## src/rtl/ipsxe_floating_point_pkg_v1_0.sv

```systemverilog
// Shared constants and packed-word layout for the floating-point FMA path.
// Widths are passed in so the same helpers serve every precision.
package ipsxe_floating_point_pkg_v1_0;

    localparam int SP_EXP_WIDTH = 8;
    localparam int SP_MAN_WIDTH = 23;

    function automatic int fp_bias(input int exp_width);
        return (1 << (exp_width - 1)) - 1;
    endfunction

    // Binary point of the adder's magnitude sits between bits [fp_point] and [fp_point-1].
    function automatic int fp_point(input int man_width);
        return 2 * man_width;
    endfunction

    function automatic int fp_sum_width(input int man_width);
        return 2 * (man_width + 1) + 1;
    endfunction

    // {sign, exp[EXP_WIDTH:0], abs_sum[N-1:0]} as produced by the adder stage
    function automatic int add_exp_lsb(input int man_width);
        return fp_sum_width(man_width);
    endfunction

    function automatic int add_sign_bit(input int exp_width, input int man_width);
        return fp_sum_width(man_width) + exp_width + 1;
    endfunction

    localparam int          SP_BIAS     = fp_bias(SP_EXP_WIDTH);
    localparam int          SP_FP       = fp_point(SP_MAN_WIDTH);
    localparam int          SP_N        = fp_sum_width(SP_MAN_WIDTH);
    localparam logic [31:0] SP_POS_INF  = 32'h7F80_0000;
    localparam logic [31:0] SP_NEG_INF  = 32'hFF80_0000;
    localparam logic [31:0] SP_POS_ZERO = 32'h0000_0000;
    localparam logic [31:0] SP_NEG_ZERO = 32'h8000_0000;

endpackage

```

## src/rtl/ipsxe_floating_point_lzc_v1_0.sv

```systemverilog
// Leading-one position detector built as a binary tree over the input padded
// to a power of two; o_valid=0 means the input was all zeros.
module ipsxe_floating_point_lzc_v1_0 #(
    parameter int W = 49
) (
    input  logic [W-1:0]         i_data,
    output logic [$clog2(W)-1:0] o_pos,
    output logic                 o_valid
);

    localparam int L = $clog2(W);
    localparam int P = 1 << L;

    logic [P-1:0] din_pad;

    always_comb begin
        din_pad          = '0;
        din_pad[W-1:0]   = i_data;
    end

    // Level k has P>>k nodes, each covering 2^k bits with a k-bit position.
    for (genvar k = 1; k <= L; k++) begin : g_lvl
        localparam int NODES = P >> k;
        logic [NODES-1:0]   v;
        logic [NODES*k-1:0] pos;

        for (genvar i = 0; i < NODES; i++) begin : g_node
            if (k == 1) begin : g_leaf
                assign v[i]   = din_pad[2*i+1] | din_pad[2*i];
                assign pos[i] = din_pad[2*i+1];
            end else begin : g_merge
                assign v[i] = g_lvl[k-1].v[2*i+1] | g_lvl[k-1].v[2*i];
                assign pos[i*k +: k] = g_lvl[k-1].v[2*i+1]
                    ? {1'b1, g_lvl[k-1].pos[(2*i+1)*(k-1) +: (k-1)]}
                    : {1'b0, g_lvl[k-1].pos[(2*i)*(k-1) +: (k-1)]};
            end
        end
    end

    assign o_pos   = g_lvl[L].pos;
    assign o_valid = g_lvl[L].v[0];

endmodule

```

## src/rtl/ipsxe_floating_point_pipe_v1_0.sv

```systemverilog
// Clock-enabled pipeline register with async clear; collapses to a wire when EN=0
// so the top can place a variable number of cuts.
module ipsxe_floating_point_pipe_v1_0 #(
    parameter int W  = 1,
    parameter bit EN = 1'b1
) (
    input  logic         i_clk,
    input  logic         i_rst_n,
    input  logic         i_aclken,
    input  logic [W-1:0] i_d,
    output logic [W-1:0] o_q
);

    if (EN) begin : g_reg
        always_ff @(posedge i_clk or negedge i_rst_n) begin
            if (!i_rst_n) begin
                o_q <= '0;
            end else if (i_aclken) begin
                o_q <= i_d;
            end
        end
    end else begin : g_wire
        logic unused_ctl;
        assign unused_ctl = i_clk ^ i_rst_n ^ i_aclken;
        assign o_q = i_d;
    end

endmodule

```

## src/rtl/ipsxe_floating_point_norm_round_single_v1_0.sv

```systemverilog
// FMA back end: normalise the adder's magnitude, round to nearest-even and pack
// an IEEE word. Register cuts: after leading-one detect, after round, at output.
module ipsxe_floating_point_norm_round_single_v1_0
    import ipsxe_floating_point_pkg_v1_0::*;
#(
    parameter int EXP_WIDTH   = 8,
    parameter int MAN_WIDTH   = 23,
    parameter int PIPE_STAGES = 3,
    parameter int W_USER      = 1
) (
    input  logic                                          i_clk,
    input  logic                                          i_rst_n,
    input  logic                                          i_aclken,
    input  logic                                          i_valid,
    input  logic [2*(MAN_WIDTH+1)+1+EXP_WIDTH+1:0]        i_add_out,
    input  logic                                          i_special,
    input  logic [EXP_WIDTH+MAN_WIDTH:0]                  i_special_value,
    input  logic [W_USER-1:0]                             i_user,
    output logic                                          o_valid,
    output logic [EXP_WIDTH+MAN_WIDTH:0]                  o_result,
    output logic                                          o_overflow,
    output logic                                          o_underflow,
    output logic                                          o_inexact,
    output logic [W_USER-1:0]                             o_user
);

    localparam int BIAS     = fp_bias(EXP_WIDTH);
    localparam int FP       = fp_point(MAN_WIDTH);
    localparam int N        = fp_sum_width(MAN_WIDTH);
    localparam int PW       = $clog2(N);
    localparam int EBW      = EXP_WIDTH + 3;
    localparam int RW       = 1 + EXP_WIDTH + MAN_WIDTH;
    localparam int EXP_LSB  = add_exp_lsb(MAN_WIDTH);
    localparam int SIGN_BIT = add_sign_bit(EXP_WIDTH, MAN_WIDTH);

    localparam logic signed [EBW-1:0] EB_MAX  = EBW'((1 << EXP_WIDTH) - 1);
    localparam logic signed [EBW-1:0] EB_ZERO = '0;
    localparam logic [EBW-1:0]        EB_OFFS = EBW'(BIAS + FP);

    // ---------------- stage 1: leading-one detect ----------------
    logic                   in_sign;
    logic [EXP_WIDTH:0]     in_exp;
    logic [N-1:0]           in_abs;
    logic [PW-1:0]          c1_pos;
    logic                   c1_nz;
    logic signed [EBW-1:0]  c1_eb;

    assign in_sign = i_add_out[SIGN_BIT];
    assign in_exp  = i_add_out[EXP_LSB +: EXP_WIDTH+1];
    assign in_abs  = i_add_out[N-1:0];

    ipsxe_floating_point_lzc_v1_0 #(.W(N)) u_lzc (
        .i_data  (in_abs),
        .o_pos   (c1_pos),
        .o_valid (c1_nz)
    );

    assign c1_eb = EBW'(in_exp) + EBW'(c1_pos) - EB_OFFS;

    localparam int S1W = 1 + W_USER + 1 + RW + 1 + 1 + N + PW + EBW;

    logic [S1W-1:0]         s1_d, s1_q;
    logic                   s1_valid, s1_special, s1_sign, s1_zero;
    logic [W_USER-1:0]      s1_user;
    logic [RW-1:0]          s1_sval;
    logic [N-1:0]           s1_abs;
    logic [PW-1:0]          s1_pos;
    logic signed [EBW-1:0]  s1_eb;

    assign s1_d = {i_valid, i_user, i_special, i_special_value, in_sign, ~c1_nz,
                   in_abs, c1_pos, c1_eb};

    ipsxe_floating_point_pipe_v1_0 #(.W(S1W), .EN(PIPE_STAGES >= 3)) u_pipe_s1 (
        .i_clk (i_clk), .i_rst_n (i_rst_n), .i_aclken (i_aclken),
        .i_d   (s1_d),  .o_q     (s1_q)
    );

    assign {s1_valid, s1_user, s1_special, s1_sval, s1_sign, s1_zero,
            s1_abs, s1_pos, s1_eb} = s1_q;

    // ---------------- stage 2: shift + round ----------------
    logic [PW-1:0]          c2_shamt;
    logic [N-1:0]           c2_sh;
    logic [MAN_WIDTH-1:0]   c2_man;
    logic                   c2_guard, c2_sticky, c2_rnd;
    logic [MAN_WIDTH:0]     c2_man_r;
    logic signed [EBW-1:0]  c2_er;
    logic                   c2_ovf, c2_unf;
    logic                   unused_lead;

    assign c2_shamt  = PW'(N - 1) - s1_pos;
    assign c2_sh     = s1_abs << c2_shamt;
    assign unused_lead = c2_sh[N-1];
    assign c2_man    = c2_sh[N-2 -: MAN_WIDTH];
    assign c2_guard  = c2_sh[N-2-MAN_WIDTH];
    assign c2_sticky = |c2_sh[N-3-MAN_WIDTH:0];
    assign c2_rnd    = c2_guard & (c2_sticky | c2_man[0]);
    // A carry out of the mantissa leaves the low bits at zero, which is exactly 1.0 x 2.
    assign c2_man_r  = {1'b0, c2_man} + {{MAN_WIDTH{1'b0}}, c2_rnd};
    assign c2_er     = s1_eb + {{(EBW-1){1'b0}}, c2_man_r[MAN_WIDTH]};
    assign c2_ovf    = (c2_er >= EB_MAX);
    assign c2_unf    = (s1_eb <= EB_ZERO);

    localparam int S2W = 1 + W_USER + 1 + RW + 1 + 1 + 1 + 1 + EXP_WIDTH + MAN_WIDTH + 1;

    logic [S2W-1:0]         s2_d, s2_q;
    logic                   s2_valid, s2_special, s2_sign, s2_zero, s2_ovf, s2_unf, s2_gs;
    logic [W_USER-1:0]      s2_user;
    logic [RW-1:0]          s2_sval;
    logic [EXP_WIDTH-1:0]   s2_exp;
    logic [MAN_WIDTH-1:0]   s2_man;

    assign s2_d = {s1_valid, s1_user, s1_special, s1_sval, s1_sign, s1_zero, c2_ovf, c2_unf,
                   c2_er[EXP_WIDTH-1:0], c2_man_r[MAN_WIDTH-1:0], c2_guard | c2_sticky};

    ipsxe_floating_point_pipe_v1_0 #(.W(S2W), .EN(PIPE_STAGES >= 2)) u_pipe_s2 (
        .i_clk (i_clk), .i_rst_n (i_rst_n), .i_aclken (i_aclken),
        .i_d   (s2_d),  .o_q     (s2_q)
    );

    assign {s2_valid, s2_user, s2_special, s2_sval, s2_sign, s2_zero, s2_ovf, s2_unf,
            s2_exp, s2_man, s2_gs} = s2_q;

    // ---------------- stage 3: pack ----------------
    logic [RW-1:0] c3_res;
    logic          c3_ovf, c3_unf, c3_inex;

    always_comb begin
        c3_res  = {s2_sign, s2_exp, s2_man};
        c3_ovf  = 1'b0;
        c3_unf  = 1'b0;
        c3_inex = s2_gs;
        if (s2_special) begin
            c3_res  = s2_sval;
            c3_inex = 1'b0;
        end else if (s2_zero) begin
            c3_res  = '0;
            c3_inex = 1'b0;
        end else if (s2_ovf) begin
            c3_res  = {s2_sign, {EXP_WIDTH{1'b1}}, {MAN_WIDTH{1'b0}}};
            c3_ovf  = 1'b1;
            c3_inex = 1'b1;
        end else if (s2_unf) begin
            c3_res  = {s2_sign, {(RW-1){1'b0}}};
            c3_unf  = 1'b1;
            c3_inex = 1'b1;
        end
    end

    localparam int S3W = 1 + W_USER + RW + 3;

    logic [S3W-1:0] s3_d, s3_q;

    assign s3_d = {s2_valid, s2_user, c3_res, c3_ovf, c3_unf, c3_inex};

    ipsxe_floating_point_pipe_v1_0 #(.W(S3W), .EN(PIPE_STAGES >= 1)) u_pipe_s3 (
        .i_clk (i_clk), .i_rst_n (i_rst_n), .i_aclken (i_aclken),
        .i_d   (s3_d),  .o_q     (s3_q)
    );

    assign {o_valid, o_user, o_result, o_overflow, o_underflow, o_inexact} = s3_q;

endmodule

```

## config.mk

```make
export PLATFORM = sky130hd
export DESIGN_NAME = ipsxe_floating_point_norm_round_single_v1_0
export DESIGN_NICKNAME = d
export VERILOG_FILES = /design/src/rtl/ipsxe_floating_point_pkg_v1_0.sv /design/src/rtl/ipsxe_floating_point_lzc_v1_0.sv /design/src/rtl/ipsxe_floating_point_pipe_v1_0.sv /design/src/rtl/ipsxe_floating_point_norm_round_single_v1_0.sv
export SDC_FILE = /design/constraint.sdc
export NUM_CORES = 1
export LEC_CHECK = 0
export ABC_AREA = 1
export CAP_MARGIN = 20
export CELL_PAD_IN_SITES_DETAIL_PLACEMENT = 1
export CELL_PAD_IN_SITES_GLOBAL_PLACEMENT = 2
export CORE_MARGIN = 2
export CORE_UTILIZATION = 30
export DETAILED_ROUTE_END_ITERATION = 6
export PLACE_DENSITY = 0.79
export REMOVE_ABC_BUFFERS = 1
export SYNTH_ARGS = -nofsm -noshare
export SYNTH_HDL_FRONTEND = slang
export SYNTH_HIERARCHICAL = 1
export SYNTH_SLANG_ARGS = --single-unit
```

## constraint.sdc

```tcl
create_clock -name i_clk -period 4.5 [get_ports i_clk]
set_input_delay 0.675 -clock i_clk [delete_from_list [all_inputs] [get_ports i_clk]]
set_output_delay 0.675 -clock i_clk [all_outputs]
set_load 0.02 [all_outputs]
```

# After elaboration in Yosys (flattened, before gate mapping)
# Index checks and enable logic that the tools add are counted.
totals:
  regBits: 211
  out_inout_bits: 37
  word_cells: 103
classes:
  n_addsub: 5
  order_cmp: 2
  shift: 1
  mux: 39
  bitwise_logic: 52
  n_reduce_logical: 1
op_table:
  columns: ["op", "n"]
  rows:
  - ["2-to-1 mux 32 bit", 2]
  - ["2-to-1 mux 31 bit", 2]
  - ["bitwise OR 1 bit", 50]
  - ["left shift 49 x 6 -> 48 bit", 1]
  - ["adder 23 x 1 -> 24 bit", 1]
  - ["2-to-1 mux 2 bit", 12]
  - ["OR reduction 24 bit", 1]
  - ["2-to-1 mux 3 bit", 6]
  - ["2-to-1 mux 4 bit", 3]
  - ["adder 11 x 1 -> 11 bit", 1]
  - [">= comparator 11 x 9 -> 1 bit (second input constant)", 1]
  - ["less-or-equal comparator 11 x 1 -> 1 bit (second input constant)", 1]
  - ["2-to-1 mux 1 bit", 11]
  - ["subtractor 10 x 8 -> 11 bit (second input constant)", 1]
  - ["adder 9 x 6 -> 10 bit", 1]
  - ["2-to-1 mux 5 bit", 2]
  - ["2-to-1 mux 6 bit", 1]
  - ["subtractor 6 bit (first input constant)", 1]
  - ["bitwise AND 1 bit", 1]
  - ["inverter 1 bit", 1]

# Depth between registers and ports, before layout
logic_depth:
  depth_word: 8
  mapped_depth: 33

# Hierarchy
# Netlist, hierarchy kept.
modules_own_cells:
  columns: ["module", "n_inst", "cells_each", "area_per_inst_um2", "seq_area_each_um2"]
  rows:
  - ["ipsxe_floating_point_norm_round_single_v1_0", 1, 963, 4803.4, 0.0]
  - ["ipsxe_floating_point_pipe_v1_0 at u_pipe_s1", 1, 436, 3926.3, 2577.5]
  - ["ipsxe_floating_point_pipe_v1_0 at u_pipe_s2", 1, 300, 2708.8, 1776.7]
  - ["ipsxe_floating_point_pipe_v1_0 at u_pipe_s3", 1, 156, 1413.9, 925.9]
  - ["ipsxe_floating_point_lzc_v1_0", 1, 133, 598.1, 0.0]

# Worst setup path before layout
# No wires, ideal clock.
synth_timing:
  kind: "register to register"
  from: "register u_pipe_s1.o_q[11]"
  to: "register u_pipe_s2.o_q[33]"
  setup_ps: 116
  arrival_ps: 3791
  required_time_ps: 4384
  path_slack_ps: 592
  path_stages_with_launch: 29
  n_path_buf: 4
  synth_period_minus_slack_ps: 3908
  path_cell_list: "dfrtp_1 > inv_2 > buf_4 > buf_2 > ha_1 > buf_2 > buf_2 > nand3_1 > nand3_1 > nand3_1 > nand2_1 > nand2_1 > nand3_1 > nor2_1 > nand2_1 > nor2_4 > nand2_2 > nor2_1 > nand3_1 > nor2_1 > ha_1 > ha_1 > nand3_1 > nor3_1 > nand3_1 > xor2_1 > a21boi_0 > nand2_1 > nand2_1"
synth_via:
  elab_chain_cells: 8
synth_rtl:
  columns: ["item", "line", "source"]
  rows:
  - ["start, declared", "ipsxe_floating_point_pipe_v1_0.sv:11", "output logic [W-1:0] o_q"]
  - ["start signal, assigned", "ipsxe_floating_point_pipe_v1_0.sv:19", "o_q <= i_d;"]
  - ["subtractor 6 bit (*)", "ipsxe_floating_point_norm_round_single_v1_0.sv:91", "assign c2_shamt = PW'(N - 1) - s1_pos;"]
  - ["left shift 49 x 6 -> 48 bit (*)", "ipsxe_floating_point_norm_round_single_v1_0.sv:92", "assign c2_sh = s1_abs << c2_shamt;"]
  - ["OR reduction 24 bit", "ipsxe_floating_point_norm_round_single_v1_0.sv:96", "assign c2_sticky = |c2_sh[N-3-MAN_WIDTH:0];"]
  - ["bitwise OR 1 bit", "ipsxe_floating_point_norm_round_single_v1_0.sv:97", "assign c2_rnd = c2_guard & (c2_sticky | c2_man[0]);"]
  - ["bitwise AND 1 bit", "ipsxe_floating_point_norm_round_single_v1_0.sv:97", null]
  - ["adder 23 x 1 -> 24 bit (*)", "ipsxe_floating_point_norm_round_single_v1_0.sv:99", "assign c2_man_r = {1'b0, c2_man} + {{MAN_WIDTH{1'b0}}, c2_rnd};"]
  - ["adder 11 x 1 -> 11 bit (*)", "ipsxe_floating_point_norm_round_single_v1_0.sv:100", "assign c2_er = s1_eb + {{(EBW-1){1'b0}}, c2_man_r[MAN_WIDTH]};"]
  - [">= comparator 11 x 9 -> 1 bit (*)", "ipsxe_floating_point_norm_round_single_v1_0.sv:101", "assign c2_ovf = (c2_er >= EB_MAX);"]
  - ["named net c2_ovf", "ipsxe_floating_point_norm_round_single_v1_0.sv:88", "logic c2_ovf, c2_unf;"]
  - ["end signal, assigned", "ipsxe_floating_point_pipe_v1_0.sv:19", null]
  - ["end, declared", "ipsxe_floating_point_pipe_v1_0.sv:11", null]
# The timed path passes the listed nets; every way through them passes the cells marked *.
# A chain may end at the register's enable or synchronous reset.

# Worst setup path in the final report
# Ends and elaborated chain as after synthesis.

==> impl_metrics.ini <==
[run_status]
status = finished, final reports clean

[clock_network]
cts_root_buf = clkbuf_16
clk_path_buf_depth = 3
postCtsHoldBufs = 0
cts_sinks = 210
h-tree-depth = 1
clk_pin_slew_worst_paths_ns = 0.06
cts_tree = built
insertion_delay_ns = 0.57
cts_made_buffers = 27

[drt]
ant_nets = 0
vias_per_cell = 4.832
num_vias = 13050
avgRoutedWirePerCell_um = 16.59
drt_iter0_drc = 671
drc = 0
dr.pass1.iters = 5
wl_mm = 44.79

[final_layout]
final_net_count = 2203
drive_gt1_share_pct = 6.736
num-fill-cells = 5558
antenna_cells_inserted = 0
layout.cells.non_filler = 2700
syn_to_final_growth_pct = 20.44

[sta]
holdWs_ns = 0.1929
rsz0062_at_grt = no
finalCritPeriodShare_pct = 90.17
final.setup.worst_slack_ns = 0.4424
final-setup-viol-count = 0
period_needed_ns = 4.058
max_slew_margin_pct = 33.01
tightest_slew_ns = 1.005
skew_ns = 0.02207
drv_slew = 0
finalHoldViolCount = 0
fmax_mhz = 246.5

[place]
post-dp-hpwl_mm = 33.41
io_buffers = 133
place_congestion = 0.8717
pre_cts_slack_ns = 0.1944
dpl.cell_count = 2644

[die]
ios = 134
row_count = 77
start_util_pct = 30.33
fp.dieH_um = 215.5
core_sq_um = 44220
die_area_sq_um = 46420
die_w_um = 215.5

[synth]
syn_inst = 1984
syn_avg_cell_area_sq_um = 6.761
syn_area_sq_um = 13410
synth-warning-count = 6

[worst_setup_path]
critical_path_class = flop to flop
crit_path_start_kind = flop
cp_data_required_time_ns = 4.99
crit_path_end_kind = flop
worstPathMaxFanout = 48
arrival_ns = 4.55

[grt]
grt_overflow_total = 0
grt_pass1_wl_mm = 72.44
grt_pass1_vias = 13370
antenna_found_initial = 0
track_usage_pct = 19.05
grt_max_degree = 97

[power_and_ir_drop]
p_leak_uw = 0.008276
p_total_uw = 7044
ir_worst_vdd_uv = 277.3
power.density_nw_per_um2 = 436.0

[worst_hold_path]
hold_class = primary input to async pin

[job]
cap_violations = 0
## sequential cells by signal, indices dropped and copies added, names as in the netlist
| register | flops |
|---|---|
| u_pipe_s1/o_q | 102 |
| u_pipe_s2/o_q | 71 |
| u_pipe_s3/o_q | 37 |
## where the power goes
group / total (uW) / switching [uW] / leakage [uW] / internal (uW)
logic: 2460 / 1580 / 0.00522 / 883
clock network: 2210 / 900 / 0.000440 / 1310
registers: 2370 / 204 / 0.00262 / 2170
## cell type report
class,instances,area [sq um],share of cell area [%]
multi-input combinational,1575,7107,43.99
sequential,210,5255,32.53
timing repair buffer,178,1787,11.06
tap,592,740.7,4.585
clock buffer,33,718.2,4.445
inverter,96,365.4,2.261
clock inverter,16,182.7,1.131
## worst max-delay path: stages (launching register included)
cell      delay [ns]
dfrtp_1         0.36
inv_2           0.06
ha_1            0.36
inv_2           0.06
buf_12          0.18
nand3_1         0.11
nand2_1         0.11
o21ai_2         0.25
nand2_1         0.08
nand2_1         0.13
nand2_1         0.07
nand2_1         0.08
nand3_1         0.15
nor2_1          0.16
nand2_2         0.07
nor2_1          0.10
nand3_1         0.09
nor2_2          0.14
ha_1            0.19
ha_1            0.20
nand3_2         0.14
xor2_1          0.19
nor3_1          0.24
nand3_1         0.10
a21boi_0        0.18
nand2_1         0.07
nand2_1         0.11
## cells in the final DEF (no fill, tap or decap), types with 2 or more instances in the layout
| cell | instances |
|---|---|
| a32o_1 | 23 |
| clkinv_2 | 5 |
| a21oi_1 | 17 |
| xnor2_1 | 8 |
| clkbuf_1 | 4 |
| nand2_1 | 982 |
| clkdlybuf4s50_1 | 131 |
| clkbuf_8 | 3 |
| nor4_1 | 2 |
| nor3_4 | 3 |
| nand4_1 | 12 |
| ha_1 | 17 |
| nor2_1 | 89 |
| nand3_1 | 316 |
| o21ai_2 | 3 |
| bufinv_16 | 3 |
| nor3_1 | 5 |
| inv_6 | 3 |
| buf_12 | 9 |
| xor2_1 | 16 |
| nand3_2 | 6 |
| o21bai_1 | 3 |
| clkinv_4 | 4 |
| clkbuf_16 | 27 |
| clkinvlp_4 | 2 |
| o21ai_1 | 3 |
| a22o_1 | 2 |
| buf_4 | 36 |
| inv_2 | 8 |
| nor2_2 | 12 |
| nand2_2 | 9 |
| nor2_4 | 2 |
| dfrtp_1 | 210 |
| inv_1 | 87 |
| o21ai_0 | 29 |
## stage by stage
step           utilization, %  TNS (ns)  cell area, sq um
3_3_place_gp            34.26         0             15150
2_1_floorplan               -    -15.66             12690
6_report                36.53         0             16160
4_1_cts                 36.34         0             16070
3_5_place_dp            34.30         0             15170
5_1_grt                 36.53         0             16160
## metal layers
metal | track usage (%) | wire (um) | vias up
met2 | 32.78 | 21450 | 158
met3 | 2.001 | 1257 | 56
met1 | 25.69 | 21220 | 6288
met4 | 4.575 | 863 | 0
li1 | - | - | 6544
met5 | 0 | 0 | -
## timing repair
action,4_1_cts,5_1_grt
gates resized for setup,0,9
setup endpoints to repair,0,1
setup buffers,0,7
## final timing paths
path	from	to	slack, ns	depth (start not counted)
max	u_pipe_s1/o_q[11]	u_pipe_s2/o_q[33]	0.44	26
min	i_rst_n	u_pipe_s2/o_q[68]	0.19	1
max reg2reg	u_pipe_s1/o_q[11]	u_pipe_s2/o_q[33]	0.44	26
min reg2reg	u_pipe_s2/o_q[27]	u_pipe_s2/o_q[27]	0.46	2
max in group asynchronous	i_rst_n	u_pipe_s1/o_q[1]	3.26	2
min in group i_clk	u_pipe_s2/o_q[27]	u_pipe_s2/o_q[27]	0.46	2
Power figures use the tool's default switching activity.
